--- src/rtl/auc_wmul_loop.sv ---
// Main scan loop of the windowed scalar multiplier.
// Walks scalar K from MSB to LSB using sliding windows of at most 3 bits with
// odd digits (1, 3, 5, 7). For each window it either copies the odd-multiple
// table entry into the accumulator (first nonzero window) or issues the
// doubles for the window length followed by one add of the table entry.
module auc_wmul_loop #(
  parameter int WIDTH = 256,
  parameter int ADDR  = 5,
  parameter int IDXW  = 9
) (
  input  logic             clk,
  input  logic             rst_n,
  input  logic             mul_en,
  input  logic [WIDTH-1:0] mul_k,
  input  logic             mul_dbl_end,
  input  logic             mul_add_end,
  output logic             mul_dbl_en,
  output logic             mul_add_en,
  output logic [ADDR-1:0]  mul_paddx,
  output logic [ADDR-1:0]  mul_paddy,
  output logic [ADDR-1:0]  mul_paddz,
  output logic             mul_dbl,
  output logic             mul_ram_1st,
  output logic             mul_done,
  output logic             mul_inf,
  output logic [ADDR-1:0]  mul_radd,
  input  logic [WIDTH-1:0] mul_rdat,
  output logic             mul_wen,
  output logic [ADDR-1:0]  mul_wadd,
  output logic [WIDTH-1:0] mul_wdat
);

  localparam logic [3:0] S_IDLE     = 4'd0;
  localparam logic [3:0] S_SCAN     = 4'd1;
  localparam logic [3:0] S_RD_X     = 4'd2;
  localparam logic [3:0] S_WR_X     = 4'd3;
  localparam logic [3:0] S_RD_Y     = 4'd4;
  localparam logic [3:0] S_WR_Y     = 4'd5;
  localparam logic [3:0] S_RD_Z     = 4'd6;
  localparam logic [3:0] S_WR_Z     = 4'd7;
  localparam logic [3:0] S_DBL_GO   = 4'd8;
  localparam logic [3:0] S_DBL_WAIT = 4'd9;
  localparam logic [3:0] S_ADD_GO   = 4'd10;
  localparam logic [3:0] S_ADD_WAIT = 4'd11;
  localparam logic [3:0] S_FIN      = 4'd12;

  // Accumulator slots in the shared RAM
  localparam logic [ADDR-1:0] TEMP0 = ADDR'(20);
  localparam logic [ADDR-1:0] TEMP1 = ADDR'(21);
  localparam logic [ADDR-1:0] TEMP2 = ADDR'(22);

  localparam logic signed [IDXW-1:0] IDX_TOP = IDXW'(WIDTH - 1);
  localparam logic signed [IDXW-1:0] IDX_ONE = IDXW'(1);

  // Digit code d selects odd multiple u = 2*d+1 (G, 3G, 5G, 7G)
  function automatic logic [ADDR-1:0] tab_x(input logic [1:0] d);
    case (d)
      2'd0:    tab_x = ADDR'(0);
      2'd1:    tab_x = ADDR'(2);
      2'd2:    tab_x = ADDR'(5);
      default: tab_x = ADDR'(8);
    endcase
  endfunction

  function automatic logic [ADDR-1:0] tab_y(input logic [1:0] d);
    case (d)
      2'd0:    tab_y = ADDR'(1);
      2'd1:    tab_y = ADDR'(3);
      2'd2:    tab_y = ADDR'(6);
      default: tab_y = ADDR'(9);
    endcase
  endfunction

  function automatic logic [ADDR-1:0] tab_z(input logic [1:0] d);
    case (d)
      2'd0:    tab_z = ADDR'(19);
      2'd1:    tab_z = ADDR'(4);
      2'd2:    tab_z = ADDR'(7);
      default: tab_z = ADDR'(10);
    endcase
  endfunction

  logic [3:0]              state;
  logic signed [IDXW-1:0]  idx;
  logic [WIDTH-1:0]        k;
  logic                    acc_inf;
  logic [1:0]              dbl_cnt;
  logic                    add_pend;
  logic [1:0]              digit;
  logic                    inf_hold;

  logic [IDXW-1:0]         idx_u;
  logic [2:0]              win;
  logic [1:0]              win_len;
  logic [1:0]              win_digit;
  logic signed [IDXW-1:0]  len_s;

  assign idx_u = $unsigned(idx);

  // Window decode: win[2]=k[i], win[1]=k[i-1], win[0]=k[i-2]; bits below
  // index 0 come from the zero padding, which covers the i<2 guards.
  always_comb begin
    win       = 3'({k, 2'b00} >> idx_u);
    win_len   = 2'd1;
    win_digit = 2'd0;
    if (win[2] && win[0]) begin
      win_len   = 2'd3;
      win_digit = {1'b1, win[1]};
    end else if (win[1]) begin
      win_len   = 2'd2;
      win_digit = 2'd1;
    end
    len_s = $signed({{(IDXW-2){1'b0}}, win_len});
  end

  // Scan FSM, window bookkeeping and held add operands
  always_ff @(posedge clk or negedge rst_n) begin
    if (!rst_n) begin
      state     <= S_IDLE;
      idx       <= '0;
      k         <= '0;
      acc_inf   <= 1'b1;
      dbl_cnt   <= 2'd0;
      add_pend  <= 1'b0;
      digit     <= 2'd0;
      mul_paddx <= '0;
      mul_paddy <= '0;
      mul_paddz <= '0;
      inf_hold  <= 1'b0;
    end else if (mul_en) begin
      state     <= S_SCAN;
      idx       <= IDX_TOP;
      k         <= mul_k;
      acc_inf   <= 1'b1;
      dbl_cnt   <= 2'd0;
      add_pend  <= 1'b0;
      digit     <= 2'd0;
      mul_paddx <= '0;
      mul_paddy <= '0;
      mul_paddz <= '0;
      inf_hold  <= 1'b0;
    end else begin
      case (state)
        S_SCAN: begin
          if (idx[IDXW-1]) begin
            state <= S_FIN;
          end else if (!win[2]) begin
            idx <= idx - IDX_ONE;
            if (!acc_inf) begin
              dbl_cnt  <= 2'd1;
              add_pend <= 1'b0;
              state    <= S_DBL_GO;
            end
          end else begin
            idx   <= idx - len_s;
            digit <= win_digit;
            if (acc_inf) begin
              acc_inf <= 1'b0;
              state   <= S_RD_X;
            end else begin
              dbl_cnt  <= win_len;
              add_pend <= 1'b1;
              state    <= S_DBL_GO;
            end
          end
        end
        S_RD_X:   state <= S_WR_X;
        S_WR_X:   state <= S_RD_Y;
        S_RD_Y:   state <= S_WR_Y;
        S_WR_Y:   state <= S_RD_Z;
        S_RD_Z:   state <= S_WR_Z;
        S_WR_Z:   state <= S_SCAN;
        S_DBL_GO: state <= S_DBL_WAIT;
        S_DBL_WAIT: begin
          if (mul_dbl_end) begin
            dbl_cnt <= dbl_cnt - 2'd1;
            if (dbl_cnt != 2'd1) begin
              state <= S_DBL_GO;
            end else if (add_pend) begin
              mul_paddx <= tab_x(digit);
              mul_paddy <= tab_y(digit);
              mul_paddz <= tab_z(digit);
              state     <= S_ADD_GO;
            end else begin
              state <= S_SCAN;
            end
          end
        end
        S_ADD_GO: state <= S_ADD_WAIT;
        S_ADD_WAIT: begin
          if (mul_add_end) state <= S_SCAN;
        end
        S_FIN: begin
          inf_hold <= acc_inf;
          state    <= S_IDLE;
        end
        default: state <= S_IDLE;
      endcase
    end
  end

  // Command pulses, RAM port and status decoded from the current state
  always_comb begin
    mul_dbl_en  = 1'b0;
    mul_add_en  = 1'b0;
    mul_dbl     = 1'b0;
    mul_ram_1st = 1'b0;
    mul_done    = 1'b0;
    mul_radd    = '0;
    mul_wen     = 1'b0;
    mul_wadd    = '0;
    mul_inf     = inf_hold;
    case (state)
      S_RD_X: begin mul_ram_1st = 1'b1; mul_radd = tab_x(digit); end
      S_WR_X: begin mul_ram_1st = 1'b1; mul_wen = 1'b1; mul_wadd = TEMP0; end
      S_RD_Y: begin mul_ram_1st = 1'b1; mul_radd = tab_y(digit); end
      S_WR_Y: begin mul_ram_1st = 1'b1; mul_wen = 1'b1; mul_wadd = TEMP1; end
      S_RD_Z: begin mul_ram_1st = 1'b1; mul_radd = tab_z(digit); end
      S_WR_Z: begin mul_ram_1st = 1'b1; mul_wen = 1'b1; mul_wadd = TEMP2; end
      S_DBL_GO:   begin mul_dbl_en = 1'b1; mul_dbl = 1'b1; end
      S_DBL_WAIT: mul_dbl = 1'b1;
      S_ADD_GO:   mul_add_en = 1'b1;
      S_FIN:      begin mul_done = 1'b1; mul_inf = acc_inf; end
      default: ;
    endcase
  end

  assign mul_wdat = mul_rdat;

endmodule

--- config.mk ---
export PLATFORM = sky130hd
export DESIGN_NAME = auc_wmul_loop
export DESIGN_NICKNAME = d
export VERILOG_FILES = /design/src/rtl/auc_wmul_loop.sv
export SDC_FILE = /design/constraint.sdc
export NUM_CORES = 1
export LEC_CHECK = 0
export ABC_AREA = 1
export BUFFER_PORTS_ARGS = -buffer_cell sky130_fd_sc_hd__buf_2
export CELL_PAD_IN_SITES_DETAIL_PLACEMENT = 0
export CELL_PAD_IN_SITES_GLOBAL_PLACEMENT = 1
export CORE_AREA = 2 2 317 319
export CTS_CLUSTER_SIZE = 25
export DETAILED_ROUTE_END_ITERATION = 10
export DIE_AREA = 0 0 319 321
export PLACE_DENSITY_LB_ADDON = 0.1
export REMOVE_ABC_BUFFERS = 1
export SYNTH_ARGS = -nofsm -noshare
export SYNTH_HDL_FRONTEND = slang
export SYNTH_SLANG_ARGS = --single-unit
export TNS_END_PERCENT = 100
--- constraint.sdc ---
create_clock -name clk -period 6.85 [get_ports clk]
set_input_delay 1.0275 -clock clk [delete_from_list [all_inputs] [get_ports clk]]
set_output_delay 1.0275 -clock clk [all_outputs]
set_load 0.02 [all_outputs]
==> impl_metrics.ini <==
[floorplanning]
io_pins = 805
core_area_um2 = 99300
die_height_um = 321
chipWidth_um = 319
initial_core_util = 0.198
rows = 116
die_area_um2 = 102000

[placement]
dpl.hpwl_um = 155000
globalplace.congestion = 1.16
io_buffers = 289

[timing]
worst_clock_skew_ns = 0.0299
finalSetupViolations = 0
finalCritPeriodShare = 0.747
drv_slew = 0
tightest_slew_ns = 1.14
hold_violations = 0
slew_headroom = 0.243
fmax_mhz = 196
period_needed_ns = 5.11
rsz0062_at_grt = false

[clock_network]
clock-sinks = 284
ctsResizeCount = 0
cts_buffer_depth = 3
clkTransAtPathRegs_ns = 0.07
cts_buffers = 41
cts_root_buf = clkbuf_16
cts_setup_buffers = 0
htreeDepth = 2
hold_buffers = 0
insertion_delay_ns = 0.60
tritoncts = yes

[worst_setup_path]
crit_required_ns = 7.32
cp-start-kind = flop
path_common_cell = nand2_1
cpMaxStageDelayCell = inv_4
critPathMaxFanout = 76
worstSetupEndpointType = flop
path_class = flop to flop
cpPeakStageDelay_ns = 0.84
arrival_ns = 5.59
worstPathCellList = inv_4 -> buf_4 -> nand2_1 -> nand3_1 -> nand3_1 -> nand2_1 -> nand3_1 -> a21oi_1 -> nor2_1 -> nand2_1 -> nand2_1 -> nor2_4 -> nand2_1 -> nand2_1 -> inv_1 -> ha_1 -> nand2_1 -> nand2_1 -> nor3_1 -> nand2_1 -> o21ai_0 -> a21oi_1 -> o22ai_1 -> inv_1

[global_route]
antenna_found_initial = 0
grt_overflow = 0
grt_pass1_wl_um = 229000
grt_max_degree = 145
track_usage = 0.350
grt_pass1_vias = 20000

[logic_synthesis]
ys_seq_area_frac = 0.362
syn_inst = 2934
netlist.area_leader.share = 0.361
synth_top_area_cell = dfrtp_1
synthArstFlopShare = 1.00
synthTopCellsByArea = dfrtp_1 (36%), nand2_1 (19%), buf_4 (11%)
synth_edf_count = 0
synth.most_common_cell = nand2_1
synth_area_per_cell_um2 = 6.69
ys.flop_type = dfrtp_1
syn-cell-area_um2 = 19600
synth_common_cells = nand2_1 (1,006), o21ai_0 (320), dfrtp_1 (283)
synth_seq_cells = 284
yosysWarnings = 0
netlist-cell-type-count = 39

[layout]
finalNetCount = 3384
multi_input_area_um2 = 8740
seq_area_um2 = 7120
fillers = 11500
layout-drive-gt1-share = 0.143
area_growth_pct = 10.6
n_antenna_cell = 0
fin_util = 0.218

[routing]
wire_per_inst_um = 43.7
antenna_left = 0
vias_per_cell = 4.76
drcViolationCount = 0
num_vias = 19900
drt_iter0_drc = 1590
dr.pass1.iters = 7
wl_um = 183000

[pwr]
p_total_w = 0.00706
ir_drop_uv = 170
power_density_nw_per_um2 = 325
leakage_nw = 10.8

[min_path]
hold_path.class = input pin to async pin

[flow_run]
cap_violations = 0

[status]
status = complete, no violations
## per-layer routing
layer / track usage / share of wire / vias to the layer above
met3: 0.356 / 0.22 / 222
met1: 0.250 / 0.25 / 9455
met4: 0.221 / 0.082 / 14
li1: - / - / 8930
met2: 0.554 / 0.44 / 1307
met5: 0.0913 / 0.0067 / -
## placed cells by master (no fill, tap or decap), types with 12 or more instances in the layout
cell	n
nand2_1	1006
buf_2	287
o21ai_1	21
nand4_1	12
clkbuf_16	43
clkbuf_8	12
nor2_1	135
buf_4	24
o211ai_1	60
o21ai_0	320
dfrtp_1	278
a21oi_1	112
nand3_1	219
inv_1	247
## power by group
part	total [W]	switching, W	internal [W]
combinational	0.00252	0.00179	0.000728
sequential	0.00206	0.000217	0.00184
clock	0.00247	0.000942	0.00153
## cells by family (layout without fill, tap and decap cells)
logic type / Yosys count / after routing / synth area share
AOI/OAI and AO/OA: 544 / 544 / 0.150
adders and majority gates: 12 / 12 / 0.00804
buffers and inverters: 696 / 646 / 0.193
DFF: 284 / 284 / 0.362
other: 1 / 3 / 0.000191
and+or+nand+nor: 1397 / 1397 / 0.286
## flip-flops by register name, indices dropped and copies added (netlist names)
register   flops
mul_paddz      5
mul_paddx      2
dbl_cnt        2
k            256
state          4
idx            9
mul_paddy      1
add_pend       1
inf_hold       1
acc_inf        1
digit          2
## final timing paths
kind | start | to | slack (ns) | cells after the start
setup / recovery | idx[0] | idx[7] | 1.74 | 24
hold / removal | rst_n | state[2] | 0.43 | 1
setup reg to reg | idx[0] | idx[7] | 1.74 | 24
hold reg to reg | dbl_cnt[1] | dbl_cnt[1] | 0.49 | 2
max in group asynchronous | rst_n | k[17] | 5.14 | 2
min in group clk | dbl_cnt[1] | dbl_cnt[1] | 0.49 | 2
## per-stage QoR
stage,TNS [ns],cells,hold slack [ns],cell area (µm²),setup WS [ns]
after global placement,0,4110,0.476,20200,1.76
after global routing,0,4184,0.493,21700,1.46
final,0,4184,0.435,21700,1.74
after detailed placement,0,4110,0.480,20200,1.75
after floorplan,-36.45,2495,0.449,16800,-2.68
after CTS,0,4184,0.481,21700,1.75
## critical path: cells and delay by family, from the launching register on
family | cells | cell delay (ns)
buffers and inverters | 4 | 1.40
flip-flops | 1 | 0.75
AND/OR/NAND/NOR | 15 | 1.81
adder cells (fa/ha/maj) | 1 | 0.26
AO/OA/AOI/OAI | 4 | 0.69
## layout make-up
| type | instances | area share |
|---|---|---|
| clock inverters | 14 | 0.0115 |
| repair buffers | 317 | 0.0796 |
| inverters | 255 | 0.0445 |
| well taps | 1298 | 0.0749 |
| flip-flops and latches | 284 | 0.328 |
| clock buffers | 60 | 0.0581 |
| multi-input cells | 1956 | 0.403 |
Note: power is estimated with default switching activity, not from simulation.
